[src/rtl/spi_mem_arbiter.sv]
// spi_mem_arbiter: shares one SPI RAM controller between an instruction-fetch
// read port and a read/write data port, one transaction at a time, round robin.
module spi_mem_arbiter #(
  parameter int unsigned ADDR_BITS = 16,
  parameter int unsigned DATA_BITS = 16
) (
  input  logic                 clk,
  input  logic                 rstn,
  input  logic                 if_req_i,
  input  logic [ADDR_BITS-1:0] if_addr_i,
  output logic                 if_ack_o,
  output logic [DATA_BITS-1:0] if_rdata_o,
  input  logic                 dm_req_i,
  input  logic                 dm_we_i,
  input  logic [ADDR_BITS-1:0] dm_addr_i,
  input  logic [DATA_BITS-1:0] dm_wdata_i,
  output logic                 dm_ack_o,
  output logic [DATA_BITS-1:0] dm_rdata_o,
  output logic [ADDR_BITS-1:0] ctrl_addr_o,
  output logic [DATA_BITS-1:0] ctrl_wdata_o,
  output logic                 ctrl_start_read_o,
  output logic                 ctrl_start_write_o,
  input  logic [DATA_BITS-1:0] ctrl_rdata_i,
  input  logic                 ctrl_busy_i
);

  typedef enum logic [1:0] {
    ST_IDLE  = 2'd0,
    ST_ISSUE = 2'd1,
    ST_WAIT  = 2'd2,
    ST_DONE  = 2'd3
  } state_e;

  state_e               state_q,    state_d;
  logic                 gnt_dm_q,   gnt_dm_d;    // granted port, doubles as round-robin history
  logic                 we_q,       we_d;
  logic [ADDR_BITS-1:0] addr_q,     addr_d;
  logic [DATA_BITS-1:0] wdata_q,    wdata_d;
  logic                 start_rd_q, start_rd_d;
  logic                 start_wr_q, start_wr_d;
  logic                 if_ack_q,   if_ack_d;
  logic                 dm_ack_q,   dm_ack_d;
  logic [DATA_BITS-1:0] if_rdata_q, if_rdata_d;
  logic [DATA_BITS-1:0] dm_rdata_q, dm_rdata_d;
  logic                 pick_dm;

  // State and datapath registers
  always_ff @(posedge clk) begin
    if (!rstn) begin
      state_q    <= ST_IDLE;
      gnt_dm_q   <= 1'b0;
      we_q       <= 1'b0;
      addr_q     <= '0;
      wdata_q    <= '0;
      start_rd_q <= 1'b0;
      start_wr_q <= 1'b0;
      if_ack_q   <= 1'b0;
      dm_ack_q   <= 1'b0;
      if_rdata_q <= '0;
      dm_rdata_q <= '0;
    end else begin
      state_q    <= state_d;
      gnt_dm_q   <= gnt_dm_d;
      we_q       <= we_d;
      addr_q     <= addr_d;
      wdata_q    <= wdata_d;
      start_rd_q <= start_rd_d;
      start_wr_q <= start_wr_d;
      if_ack_q   <= if_ack_d;
      dm_ack_q   <= dm_ack_d;
      if_rdata_q <= if_rdata_d;
      dm_rdata_q <= dm_rdata_d;
    end
  end

  // Next-state, grant and output decode
  always_comb begin
    state_d    = state_q;
    gnt_dm_d   = gnt_dm_q;
    we_d       = we_q;
    addr_d     = addr_q;
    wdata_d    = wdata_q;
    start_rd_d = 1'b0;
    start_wr_d = 1'b0;
    if_ack_d   = 1'b0;
    dm_ack_d   = 1'b0;
    if_rdata_d = if_rdata_q;
    dm_rdata_d = dm_rdata_q;
    // Data port wins alone, or when both pend and fetch was granted last
    pick_dm    = dm_req_i && (!if_req_i || !gnt_dm_q);

    case (state_q)
      ST_IDLE: begin
        if (if_req_i || dm_req_i) begin
          gnt_dm_d = pick_dm;
          if (pick_dm) begin
            we_d    = dm_we_i;
            addr_d  = {dm_addr_i[ADDR_BITS-1:1], 1'b0};
            wdata_d = dm_wdata_i;
          end else begin
            we_d    = 1'b0;
            addr_d  = {if_addr_i[ADDR_BITS-1:1], 1'b0};
          end
          state_d = ST_ISSUE;
        end
      end
      ST_ISSUE: begin
        if (!ctrl_busy_i) begin
          start_wr_d = we_q;
          start_rd_d = !we_q;
          state_d    = ST_WAIT;
        end
      end
      ST_WAIT: begin
        // Busy rises only after the start pulse, so ignore busy during the pulse
        if (!start_rd_q && !start_wr_q && !ctrl_busy_i) begin
          if (!we_q) begin
            if (gnt_dm_q) dm_rdata_d = ctrl_rdata_i;
            else          if_rdata_d = ctrl_rdata_i;
          end
          dm_ack_d = gnt_dm_q;
          if_ack_d = !gnt_dm_q;
          state_d  = ST_DONE;
        end
      end
      ST_DONE: begin
        state_d = ST_IDLE;
      end
      default: begin
        state_d = ST_IDLE;
      end
    endcase
  end

  assign if_ack_o           = if_ack_q;
  assign dm_ack_o           = dm_ack_q;
  assign if_rdata_o         = if_rdata_q;
  assign dm_rdata_o         = dm_rdata_q;
  assign ctrl_addr_o        = addr_q;
  assign ctrl_wdata_o       = wdata_q;
  assign ctrl_start_read_o  = start_rd_q;
  assign ctrl_start_write_o = start_wr_q;

endmodule

[config.mk]
export PLATFORM = sky130hd
export DESIGN_NAME = spi_mem_arbiter
export DESIGN_NICKNAME = d
export VERILOG_FILES = /design/src/rtl/spi_mem_arbiter.sv
export SDC_FILE = /design/constraint.sdc
export NUM_CORES = 1
export LEC_CHECK = 0
export CAP_MARGIN = 15
export CORE_MARGIN = 2
export CORE_UTILIZATION = 41
export CTS_CLUSTER_SIZE = 20
export DETAILED_ROUTE_END_ITERATION = 16
export PLACE_DENSITY = 0.78
export SKIP_LAST_GASP = 1
export SLEW_MARGIN = 20
export SYNTH_ARGS = -nofsm -noshare
export SYNTH_HDL_FRONTEND = slang
export SYNTH_SLANG_ARGS = --single-unit
[constraint.sdc]
create_clock -name clk -period 1.8 [get_ports clk]
set_input_delay 0.18 -clock clk [delete_from_list [all_inputs] [get_ports clk]]
set_output_delay 0.18 -clock clk [all_outputs]
set_load 0.01 [all_outputs]
==> impl_metrics.py <==
metrics = {
    "floorplanning": {
        "start_util": 0.423,
        "die_x_um": 87.7,
        "core_um2": 6790,
        "dieArea_um2": 7690,
        "chipHeight_um": 87.7,
        "pin_count": 138,
        "rows": 30,
    },
    "timing": {
        "drv_slew": 0,
        "fmax_ghz": 0.627,
        "timing.final.hold_violations": 0,
        "min_period_ns": 1.59,
        "tns_ns": 0,
        "grt_setup_unrepaired": "false",
        "fin_crit_sh": 0.885,
        "setup_viol": 0,
        "finalClockSkew_ns": 0.0109,
        "setup_ws_ns": 0.206,
        "slew-limit-headroom": 0.614,
        "tightest_slew_ns": 0.578,
    },
    "detailed_routing": {
        "via_per_inst": 5.00,
        "drtPass1Iterations": 4,
        "post_drt_wl_per_cell_um": 13.5,
        "route.detailed.drc": 0,
        "drt_wl_total_mm": 7.39,
        "via_count": 2735,
        "drt_iter0_drc": 119,
        "ant_nets": 0,
    },
    "synthesis": {
        "synth.area.top_cells": "dfxtp_1 49%, mux2i_1 11%, nand2_1 11%",
        "synth-seq-cells": 71,
        "synthTopCellsByCount": "81 x nand2_1, 71 x dfxtp_1, 33 x mux2i_1",
        "yosysTopAreaCell": "dfxtp_1",
        "ys_types": 33,
        "yosys_warnings": 0,
        "synth_top_area_share": 0.495,
        "netlist_area_um2": 2870,
        "synth-async-reset-ratio": 0,
        "synth_nets": 394,
        "synth-edff-count": 0,
        "syn_inst": 320,
        "ys.flop_type": "dfxtp_1",
        "synth-seq-area-share": 0.495,
        "yosysMostFrequentCell": "nand2_1",
        "syn_area_per_cell_um2": 8.98,
    },
    "placement": {
        "portBuffers": 134,
        "gp_congestion": 0.746,
        "dp_hpwl_mm": 5.23,
        "place_area_um2": 4320,
        "dp_slack_ns": 0.0135,
    },
    "cells_and_area": {
        "drive_gt1_frac": 0.0665,
        "n_antenna_cell": 0,
        "post-route-cell-area_um2": 4540,
        "area_growth_pct": 58.0,
        "final_nets": 520,
    },
    "global_route": {
        "overflow": 0,
        "antenna_found_initial": 0,
        "grt_pass1_vias": 2633,
        "grt_max_degree": 89,
        "grt_pass1_wl_mm": 11.8,
        "grt_usage": 0.196,
    },
    "clock_tree": {
        "post_cts_resized": 0,
        "cts_max_level": 3,
        "cts_sinks": 71,
        "clk_latency_ns": 0.34,
        "ctsHoldBuffers": 0,
        "path_clk_slew_ns": 0.08,
        "cts_made_buffers": 9,
        "clock-root-buffer": "clkbuf_8",
        "cts_buffer_depth": 2,
        "cts_tree": "yes",
        "post_cts_buffers": 0,
    },
    "power": {
        "leakage_nw": 1.89,
        "power_density_nw_per_um2": 1130,
        "vdd_drop_max_mv": 0.617,
    },
    "worst_setup_path": {
        "cpPeakStageDelay_ns": 0.33,
        "r2r-start": "state_q[0]$_SDFFE_PN0P_",
        "path_max_fanout": 16,
        "worstSetupStartpoint": "state_q[0]$_SDFFE_PN0P_",
        "worstPathCellList": "inv_1 -> ha_1 -> nor4b_4 -> nand3b_1 -> buf_4 -> mux2i_1",
        "critPathLaunchType": "flip-flop",
        "crit_type": "flip-flop to flip-flop",
        "worstPathRequired_ns": 2.01,
        "cp_data_arrival_time_ns": 1.81,
        "crit_slowest_cell": "dfxtp_1",
        "end_kind": "flip-flop",
    },
    "worst_hold_path": {
        "hold_path_startpoint": "rstn",
        "hp-class": "primary input to flip-flop",
    },
    "outcome": {
        "outcome": "finished, final reports clean",
    },
    "flow_run": {
        "drv_cap": 0,
    },
}
-- state kept, by name, summed over array words and instances (netlist names) --
name / flops
if_ack_o: 1
if_rdata_o: 16
ctrl_addr_o: 15
dm_ack_o: 1
ctrl_start_write_o: 1
ctrl_wdata_o: 16
ctrl_start_read_o: 1
we_q: 1
dm_rdata_o: 16
state_q: 2
gnt_dm_q: 1
-- cells in the final DEF, fill, tap and decap left out, drive strengths merged, types with 9 or more instances in the layout --
cell type      instances
clkdlybuf4s50        133
mux2i                 33
buf                    9
a31oi                 15
clkbuf                 9
o21ai                 32
a21boi                17
nand3                 16
nand2                 82
dfxtp                 71
-- worst max-delay path, delay by kind of cell, from the launching register on --
| family | cells | cell delay (ns) |
|---|---|---|
| AND/OR/NAND/NOR | 2 | 0.42 |
| adder cells (fa/ha/maj) | 1 | 0.21 |
| flip-flops | 1 | 0.33 |
| multiplexers | 1 | 0.16 |
| buffers and inverters | 2 | 0.34 |
-- cells by family (layout without fill, tap and decap cells) --
kind of cell | Yosys count | count (layout) | share of synthesized area
fa+ha+maj | 4 | 4 | 0.0174
simple gates | 110 | 110 | 0.169
other cells | 1 | 1 | 0.00131
mux | 33 | 33 | 0.115
buf+inv | 30 | 161 | 0.0479
flops | 71 | 71 | 0.495
compound gates | 71 | 71 | 0.155
-- worst paths after layout --
path | to | cells after the start | slack (ns)
setup / recovery | dm_rdata_o[13]$_SDFFE_PN0P_ | 6 | 0.21
hold / removal | if_rdata_o[1]$_SDFFE_PN0P_ | 4 | 0.35
setup reg to reg | dm_rdata_o[13]$_SDFFE_PN0P_ | 6 | 0.21
hold reg to reg | if_rdata_o[1]$_SDFFE_PN0P_ | 2 | 0.46
-- power breakdown --
group          leakage (nW)  internal (mW)  switching (mW)  total (mW)
sequential            0.579           1.82           0.136        1.96
clock                 0.105          0.782           0.615        1.40
combinational          1.20          0.900           0.858        1.76
total                  1.89           3.50            1.61        5.11
-- per-layer routing --
layer | global-route usage | vias to the layer above | part of all wire
met4 | 0.105 | 0 | 0.033
met2 | 0.309 | 115 | 0.46
met5 | 0 | - | 0
met1 | 0.230 | 1252 | 0.42
met3 | 0.0773 | 24 | 0.085
li1 | - | 1344 | -
-- per-stage QoR --
step                      hold WS [ns]  power [mW]  instances   util
final                            0.352        5.11        547  0.668
after global routing             0.345        5.40        547  0.668
after CTS                        0.333        5.15        547  0.668
after detailed placement         0.452        3.75        531  0.635
after global placement           0.445        3.71        531  0.635
after floorplan                  0.258        2.87        320      -
-- final cells by class --
type / instances / area [um2]
Multi-Input combinational cell: 219 / 1320
Timing Repair Buffer: 142 / 1450
Clock inverter: 7 / 97.6
Sequential cell: 71 / 1420
Inverter: 3 / 11.3
Fill cell: 557 / 2260
Tap cell: 96 / 120
Clock buffer: 9 / 124
Note: power is estimated with default switching activity, not from simulation.
